===== src/rtl/cpu_mem_pkg.sv =====
// Shared data-memory types: read-return owner encoding
// and the byte-address to word-index helper.
package cpu_mem_pkg;

  typedef enum logic [1:0] {
    OWN_NONE = 2'b00,
    OWN_CPU  = 2'b01,
    OWN_EXT  = 2'b10
  } own_e;

  localparam int WORD_SHIFT = 3;

  // Word index of a 64-bit byte address; caller keeps the low bits it needs.
  function automatic logic [63:0] word_index(input logic [63:0] addr);
    return addr >> WORD_SHIFT;
  endfunction

endpackage


===== src/rtl/dmem_starve_ctr.sv =====
// Counts cycles the external port has waited behind the CPU and
// raises force_ext once the wait limit is reached.
module dmem_starve_ctr #(
  parameter int EXT_MAX_WAIT = 4
) (
  input  logic clk,
  input  logic arst_n,
  input  logic ext_wait,
  input  logic ext_grant,
  output logic force_ext
);

  localparam logic [3:0] MAXW = 4'(EXT_MAX_WAIT);

  logic [3:0] r_cnt;

  // Clear when ext is idle or served, else count up to the limit.
  always_ff @(posedge clk) begin
    if (!arst_n) begin
      r_cnt <= 4'd0;
    end else if (!ext_wait || ext_grant) begin
      r_cnt <= 4'd0;
    end else if (r_cnt != MAXW) begin
      r_cnt <= r_cnt + 4'd1;
    end
  end

  assign force_ext = (r_cnt == MAXW);

endmodule


===== src/rtl/dmem_arbiter.sv =====
// Single-port data SRAM arbiter: CPU priority, starvation escape
// for the external port, owner-tagged one-cycle read return.
module dmem_arbiter
  import cpu_mem_pkg::*;
#(
  parameter int DATA_W       = 64,
  parameter int ADDR_W       = 64,
  parameter int MEM_ADDR_W   = 10,
  parameter int EXT_MAX_WAIT = 4
) (
  input  logic                  clk,
  input  logic                  arst_n,
  input  logic                  cpu_req_valid,
  input  logic                  cpu_req_we,
  input  logic [ADDR_W-1:0]     cpu_req_addr,
  input  logic [DATA_W-1:0]     cpu_req_wdata,
  output logic                  cpu_stall,
  output logic                  cpu_rvalid,
  output logic [DATA_W-1:0]     cpu_rdata,
  input  logic                  ext_req_valid,
  input  logic                  ext_req_we,
  input  logic [ADDR_W-1:0]     ext_req_addr,
  input  logic [DATA_W-1:0]     ext_req_wdata,
  output logic                  ext_req_ready,
  output logic                  ext_err,
  output logic                  ext_rvalid,
  output logic [DATA_W-1:0]     ext_rdata,
  output logic [MEM_ADDR_W-1:0] mem_addr,
  output logic                  mem_wen,
  output logic                  mem_ren,
  output logic [DATA_W-1:0]     mem_wdata,
  input  logic [DATA_W-1:0]     mem_rdata
);

  logic                  w_force_ext;
  logic                  w_ext_grant;
  logic                  w_cpu_grant;
  logic                  w_ext_oor;
  logic                  w_ext_acc;
  logic [63:0]           w_cpu_idx64;
  logic [63:0]           w_ext_idx64;
  logic [MEM_ADDR_W-1:0] w_cpu_idx;
  logic [MEM_ADDR_W-1:0] w_ext_idx;
  logic                  w_unused;

  logic [MEM_ADDR_W-1:0] r_mem_addr;
  own_e                  r_rd_owner;
  logic                  r_ext_err;

  dmem_starve_ctr #(
    .EXT_MAX_WAIT(EXT_MAX_WAIT)
  ) u_starve (
    .clk      (clk),
    .arst_n   (arst_n),
    .ext_wait (ext_req_valid),
    .ext_grant(w_ext_grant),
    .force_ext(w_force_ext)
  );

  assign w_ext_grant = arst_n & ext_req_valid &
                       (!cpu_req_valid | w_force_ext);
  assign w_cpu_grant = arst_n & cpu_req_valid & !w_ext_grant;

  // Out-of-range ext requests are consumed but never reach the SRAM.
  assign w_ext_oor = |(ext_req_addr >> (MEM_ADDR_W + 3));
  assign w_ext_acc = w_ext_grant & !w_ext_oor;

  assign w_cpu_idx64 = word_index(64'(cpu_req_addr));
  assign w_ext_idx64 = word_index(64'(ext_req_addr));
  assign w_cpu_idx   = w_cpu_idx64[MEM_ADDR_W-1:0];
  assign w_ext_idx   = w_ext_idx64[MEM_ADDR_W-1:0];
  assign w_unused    = ^{w_cpu_idx64, w_ext_idx64};

  // Steer the granted request onto the SRAM port; address holds when idle.
  always_comb begin
    mem_wen   = 1'b0;
    mem_ren   = 1'b0;
    mem_addr  = r_mem_addr;
    mem_wdata = cpu_req_wdata;
    unique case (1'b1)
      w_ext_acc: begin
        mem_wen   = ext_req_we;
        mem_ren   = !ext_req_we;
        mem_addr  = w_ext_idx;
        mem_wdata = ext_req_wdata;
      end
      w_cpu_grant: begin
        mem_wen   = cpu_req_we;
        mem_ren   = !cpu_req_we;
        mem_addr  = w_cpu_idx;
        mem_wdata = cpu_req_wdata;
      end
      default: ;
    endcase
  end

  // Remember the last driven address so it holds across idle cycles.
  always_ff @(posedge clk) begin
    if (!arst_n) r_mem_addr <= '0;
    else         r_mem_addr <= mem_addr;
  end

  // Tag the read issued this cycle so its data returns to the right port.
  always_ff @(posedge clk) begin
    if (!arst_n) begin
      r_rd_owner <= OWN_NONE;
    end else if (w_ext_acc && !ext_req_we) begin
      r_rd_owner <= OWN_EXT;
    end else if (w_cpu_grant && !cpu_req_we) begin
      r_rd_owner <= OWN_CPU;
    end else begin
      r_rd_owner <= OWN_NONE;
    end
  end

  // One-cycle error pulse for a dropped out-of-range ext request.
  always_ff @(posedge clk) begin
    if (!arst_n) r_ext_err <= 1'b0;
    else         r_ext_err <= w_ext_grant & w_ext_oor;
  end

  assign cpu_stall     = cpu_req_valid & !w_cpu_grant;
  assign ext_req_ready = w_ext_grant;
  assign ext_err       = r_ext_err;
  assign cpu_rvalid    = (r_rd_owner == OWN_CPU);
  assign ext_rvalid    = (r_rd_owner == OWN_EXT);
  assign cpu_rdata     = mem_rdata;
  assign ext_rdata     = mem_rdata;

endmodule

===== config.mk =====
export PLATFORM = sky130hd
export DESIGN_NAME = dmem_arbiter
export DESIGN_NICKNAME = d
export VERILOG_FILES = /design/src/rtl/cpu_mem_pkg.sv /design/src/rtl/dmem_starve_ctr.sv /design/src/rtl/dmem_arbiter.sv
export SDC_FILE = /design/constraint.sdc
export NUM_CORES = 1
export LEC_CHECK = 0
export CORE_AREA = 5 5 202 204
export DETAILED_ROUTE_END_ITERATION = 6
export DIE_AREA = 0 0 207 209
export HOLD_SLACK_MARGIN = 0.06
export PLACE_DENSITY_LB_ADDON = 0.12
export SLEW_MARGIN = 0
export SYNTH_ARGS = -nofsm -noshare
export SYNTH_HDL_FRONTEND = slang
export SYNTH_SLANG_ARGS = --single-unit

===== constraint.sdc =====
create_clock -name clk -period 2 [get_ports clk]
set_input_delay 0.2 -clock clk [delete_from_list [all_inputs] [get_ports clk]]
set_output_delay 0.2 -clock clk [all_outputs]
set_load 0.02 [all_outputs]

==> results of run 1 <==
==> synth_stat cells (3+ instances only) <==
cell and count:
a21oi_1 10, a32oi_1 10, buf_4 129, buf_6 4, clkbuf_1 9, dfxtp_1 17, inv_1 6, mux2_2 26
mux2_4 38, nand2_1 14, nand3_1 3, nor2_1 9, nor4_1 12, o211ai_1 10
==> cells in the final DEF (no fill, tap or decap), types with 2 or more instances in the layout <==
master,synthesis,final
a21oi_1,10,6
a21oi_2,0,4
a32oi_2,0,9
buf_12,0,15
buf_2,0,28
buf_4,129,40
buf_6,4,82
buf_8,0,2
clkbuf_16,0,3
clkbuf_2,0,5
clkdlybuf4s15_1,0,10
clkdlybuf4s50_1,0,156
dfxtp_1,17,15
dfxtp_2,0,2
inv_1,6,3
inv_2,0,3
mux2_2,26,21
mux2_4,38,43
nand2_1,14,10
nand2_2,0,3
nand3_1,3,2
nand4_1,2,2
nor2_1,9,8
nor2b_1,2,2
nor4_2,0,6
nor4_4,1,7
o211ai_1,10,10
or4_4,0,2
==> through the flow <==
stage	cell area, µm²	std cells
after floorplan	2800	313
after CTS	6140	1039
after detailed placement	5580	1013
after global placement	5580	1013
final	6240	1041
after global routing	6240	1041
==> final timing paths <==
kind / start / endpoint / slack [ps] / cells after the start
hold reg to reg: r_mem_addr[4]$_SDFF_PN0_ / r_mem_addr[4]$_SDFF_PN0_ / 500 / 2
setup / recovery: ext_req_addr[36] / mem_wdata[29] / -310 / 11
hold / removal: mem_rdata[53] / cpu_rdata[53] / 400 / 0
setup reg to reg: u_starve.r_cnt[0]$_SDFFE_PP0N_ / r_mem_addr[8]$_SDFF_PN0_ / 150 / 12
==> final cells by class <==
| cell class | count | area [µm²] | share of cell area (%) |
|---|---|---|---|
| clock buffer | 4 | 78.8 | 1.26 |
| sequential | 17 | 343 | 5.50 |
| inverter | 6 | 22.5 | 0.361 |
| tap | 525 | 657 | 10.5 |
| timing repair buffer | 340 | 3420 | 54.8 |
| multi-input combinational | 149 | 1720 | 27.5 |
==> worst max-delay path, stage by stage <==
cell	delay (ps)
buf_6	100
nor4_4	260
nand4_1	130
buf_6	150
nor4_4	300
nand2_4	120
buf_12	150
buf_6	120
buf_8	130
mux2_4	300
buf_6	130
==> registers in the layout (all words and copies together), names as in the netlist <==
register	flops
r_mem_addr	10
ext_err	1
r_rd_owner	2
u_starve.r_cnt	4
==> repair_timing <==
item                       4_1_cts  5_1_grt
setup buffers                   21       10
pin swaps                       34       26
resized for setup              654       53
cloned                           5        0
setup endpoints to repair       88       81
==> metal layers <==
layer | up-vias | track usage (%)
met4 | 2 | 1.57
li1 | 1376 | -
met1 | 1362 | 6.76
met5 | - | 0.111
met2 | 237 | 11.8
met3 | 32 | 3.71
==> cell families after synthesis <==
group / Yosys count / synth area share (%)
XOR/XNOR: 2 / 0.626
adder cells (fa/ha/maj): 2 / 0.894
AO/OA/AOI/OAI: 33 / 8.45
AND/OR/NAND/NOR: 47 / 8.85
buffers and inverters: 148 / 38.2
multiplexers: 64 / 30.8
flip-flops: 17 / 12.2
==> power by group <==
group | switching (mW) | internal (mW)
registers | 0.00336 | 0.351
logic | 0.343 | 0.610
clock network | 0.143 | 0.271
==> results.md, run 1 <==
- Status: finished with violations
- Failing checks: negative setup slack
- IO Pins: 535
- Share of the synthesized area in the top cell type: 34.6%
- Most used flip-flop cell after synthesis: dfxtp_1
- Syn Std Cell Area: 0.00280 mm²
- Syn_area_per_cell: 8.95 µm²
- Final worst slack: -309 ps
- Diodes inserted: 0
- Crit path arrival time: 2110 ps
- Drt via density: 2.89
- Vias in the first global route: 3499
- # setup viols final: 75
- Max Clock Skew: 3.25 ps
- Fmax: 433 MHz
- Final period util: 115%
- HP Class: input pin to primary output
- DRC viols: 0
- Initial core utilization: 7.16%
- Root Buffer: clkbuf_16
- Hold violation total from the final report: 0
- Pre-antenna DRT Iters: 4
- Iteration-0 DRC Markers: 78
- All-layer global routing usage: 6.61%
- Hold-fix buffers, CTS: 0
- VDD IR max: 177 µV
- Leak: 2.63 nW
- DR WL met3: 1830 µm
- GP Congestion: 0.765
- Routed Antenna Nets: 0
- Synth cell types: 26
- GRT overflow: 0
- CTS Sinks: 17
- Cell taking the most area after synthesis: buf_4
- Wire length on met1: 5520 µm
- CP Max Fanout: 7
- Number of port buffers: 285
- Routed wire per std cell: 14.9 µm
- Critical path type: input pin to primary output
- RSZ-0062 raised after global routing: true
- Via count: 3009
- CP required: 1800 ps
- HPWL Detailed: 12900 µm
- Syn_nets: 641
- Worst-Skew Late Latency: 250 ps
- Power per cell area: 276 mW/mm²
- CTS tree: done
- Largest net degree at the start of global routing: 19
- Warnings from Yosys: 0
- Place WS: -1200 ps
- Worst-margin pin slew: 309 ps
- DR WL met2: 7860 µm
- Share of cells above drive strength 1: 55.4%
- Post-synth EDFFs: 0
- Ys async rst share: 0%
- Initial antenna violation count: 1
- Clk buf depth: 2
- Seq cells post-synth: 17
- Row cnt: 73
- Die Span X: 207 µm
- Total power draw: 1.72 mW
- Worst setup EP type: primary output
- Area growth, synth to finish: 123%
- Setup TNS: -16140 ps
- Max-slew headroom: 79.3%
- Die Area: 0.0433 mm²
- Top sig layer: met5
- Critical Path Source Type: input pin
- Total core area: 0.0391 mm²
- Fill count: 4438
- Routed wire length: 15500 µm
- Num CTS Buffers: 3
- Post-layout nets: 845
- Post-layout util: 16.0%
- Min cycle time layout: 2310 ps
- Min Hold Slack: 400 ps
- Mapped Cells: 313
- Seq/Total Area, Yosys: 12.2%
- Synth top area cells: buf_4, mux2_4, dfxtp_1
- Max-slew violation count: 0
- First-pass GRT wire length: 22200 µm
- Htree depth: 1
- Max Cap Viol: 0
- Die height: 209 µm
No activity file was read; power rests on OpenSTA's default activity.
==> run 2: changes to the inputs <==
--- a/config.mk
+++ b/config.mk
@@ -5,9 +5,9 @@
 export SDC_FILE = /design/constraint.sdc
 export NUM_CORES = 1
 export LEC_CHECK = 0
-export CORE_AREA = 5 5 202 204
+export CORE_AREA = 2 2 211 213
 export DETAILED_ROUTE_END_ITERATION = 6
-export DIE_AREA = 0 0 207 209
+export DIE_AREA = 0 0 213 215
 export HOLD_SLACK_MARGIN = 0.06
 export PLACE_DENSITY_LB_ADDON = 0.12
 export SLEW_MARGIN = 0
==> run 2 against run 1 <==
The run still ends with negative setup slack left. Critical path depth is 1 lower. Setup slack worse by 100 ps. Hold slack stayed put. Final cell count is 6.1% higher. Fmax is 4.3% lower. Critical path type unchanged. Clock power is 1% lower. Combinational power hardly changed. First-iteration DRC count is 5.1% lower. Total power is 0.19% lower. Largest cell class unchanged. Highest routed layer is now met4. Die area is 5.9% higher.
==> results.md, run 2 (same netlist as run 1, synthesis figures left out) <==
- Routed Antenna Nets: 0
- VDD IR max: 233 µV
- Worst setup EP type: primary output
- Initial antenna violation count: 0
- CTS tree: done
- Worst Hold Depth: 0
- CP required: 1800 ps
- Commonest cells after routing, fill and taps aside: clkdlybuf4s50_1, buf_6, mux2_4
- IO Pins: 535
- Fmax: 415 MHz
- Failing checks: negative setup slack
- Max Cap Viol: 0
- Num CTS Buffers: 3
- First-pass GRT wire length: 21800 µm
- Routed wire per std cell: 15.0 µm
- CP Max Fanout: 7
- Vias in the first global route: 3316
- R2r worst-path depth: 11
- Placed inst area: 0.00563 mm²
- Critical Path Source Type: input pin
- Max-slew headroom: 78.3%
- Top Registers: r_mem_addr: 10 flops, u_starve.r_cnt: 4 flops, r_rd_owner: 2 flops
- Root Buffer: clkbuf_16
- Row cnt: 77
- Pre-antenna DRT Iters: 4
- Status: finished with violations
- All-layer global routing usage: 6.55%
- Reg-to-reg startpoint: u_starve.r_cnt[0]$_SDFFE_PP0N_
- Routed wire length: 16600 µm
- Via count: 2989
- Share of cells above drive strength 1: 55.2%
- Max Clock Skew: 1.94 ps
- GP Congestion: 0.797
- Min cycle time layout: 2410 ps
- Critical path type: input pin to primary output
- HPWL Detailed: 13100 µm
- DRC viols: 0
- Flop2flop setup slack: 100 ps
- Post-placement cell count: 1079
- Total core area: 0.0436 mm²
- Diodes inserted: 0
- Worst Hold End: cpu_rdata[25]
- Most common cell after layout, fill and taps aside: clkdlybuf4s50_1
- Clk buf depth: 2
- Initial core utilization: 6.42%
- Total power draw: 1.72 mW
- Leak: 2.65 nW
- Final worst slack: -412 ps
- Setup TNS: -25700 ps
- Hold violation total from the final report: 0
- Largest net degree at the start of global routing: 13
- Final period util: 121%
- Crit path from: ext_req_addr[28]
- Number of port buffers: 285
- GRT overflow: 0
- Max-slew violation count: 0
- HP Start: mem_rdata[25]
- Worst-Skew Late Latency: 250 ps
- Area growth, synth to finish: 127%
- Die Span X: 213 µm
- Iteration-0 DRC Markers: 74
- Htree depth: 1
- Drt via density: 2.70
- Crit path arrival time: 2210 ps
- Die height: 215 µm
- Die Area: 0.0458 mm²
- Power per cell area: 271 mW/mm²
- Max reg flops: 10
- Post-Layout Cell Count: 1105
- # setup viols final: 77
- CTS Sinks: 17
- Worst-margin pin slew: 324 ps
- Post-layout util: 14.5%
- Post-layout nets: 842
- R2r endpoint: r_mem_addr[5]$_SDFF_PN0_
- Reg with most FFs: r_mem_addr
- Final Instance Area: 0.00635 mm²
- HP Class: input pin to primary output
- RSZ-0062 raised after global routing: true
[run 2: layer usage]
metal  part of all wire [%]  up-vias  wire length (µm)  global-route usage, %
li1                       -     1365                 -                      -
met4                    1.9        0               319                   1.75
met3                    9.5       43              1570                   2.19
met5                      0        -                 0                      0
met2                     56      200              9230                   13.3
met1                     33     1381              5510                   6.05
[run 2: stage by stage]
| stage | setup WS (ps) | hold WS (ps) |
|---|---|---|
| after floorplan | 12.8 | 272 |
| final | -412 | 400 |
| after global placement | -1640 | 400 |
| after global routing | -521 | 400 |
| after CTS | -476 | 400 |
| after detailed placement | -1600 | 400 |
[run 2: timing repair]
item,4_1_cts,5_1_grt
setup buffers,19,4
pin swaps,36,35
endpoints found under the hold margin,0,0
cloned,6,4
endpoints found under the setup margin,90,87
gates resized for setup,604,115
hold buffers,0,0
[run 2: cell type report]
type	count	area, µm²
flip-flops and latches	17	343
repair buffers	337	3440
well taps	592	741
multi-input cells	149	1730
clock buffers	4	78.8
inverters	6	22.5
fillers	4959	37300
[run 2: worst max-delay path, stage by stage]
cell	delay, ps
buf_6	100
nor4_4	310
nand4_1	210
buf_4	190
nor4_4	280
nand2_4	120
buf_12	170
buf_12	140
mux2_4	330
buf_6	140
[run 2: report_power, final]
part           total, mW  switching [mW]  internal [mW]  leakage, nW
Sequential         0.355         0.00368          0.351        0.139
Combinational      0.953           0.353          0.600         2.47
Clock              0.410           0.139          0.271       0.0382
[run 2: how the worst max path moves through the flow]
stage	to	slack, ps	cells after the start
after global placement	mem_addr[1]	-1640	8
after floorplan	mem_ren	10	7
after CTS	mem_addr[3]	-480	9
final	mem_wdata[53]	-410	10
after global routing	mem_wdata[39]	-520	10
after detailed placement	mem_addr[1]	-1600	8
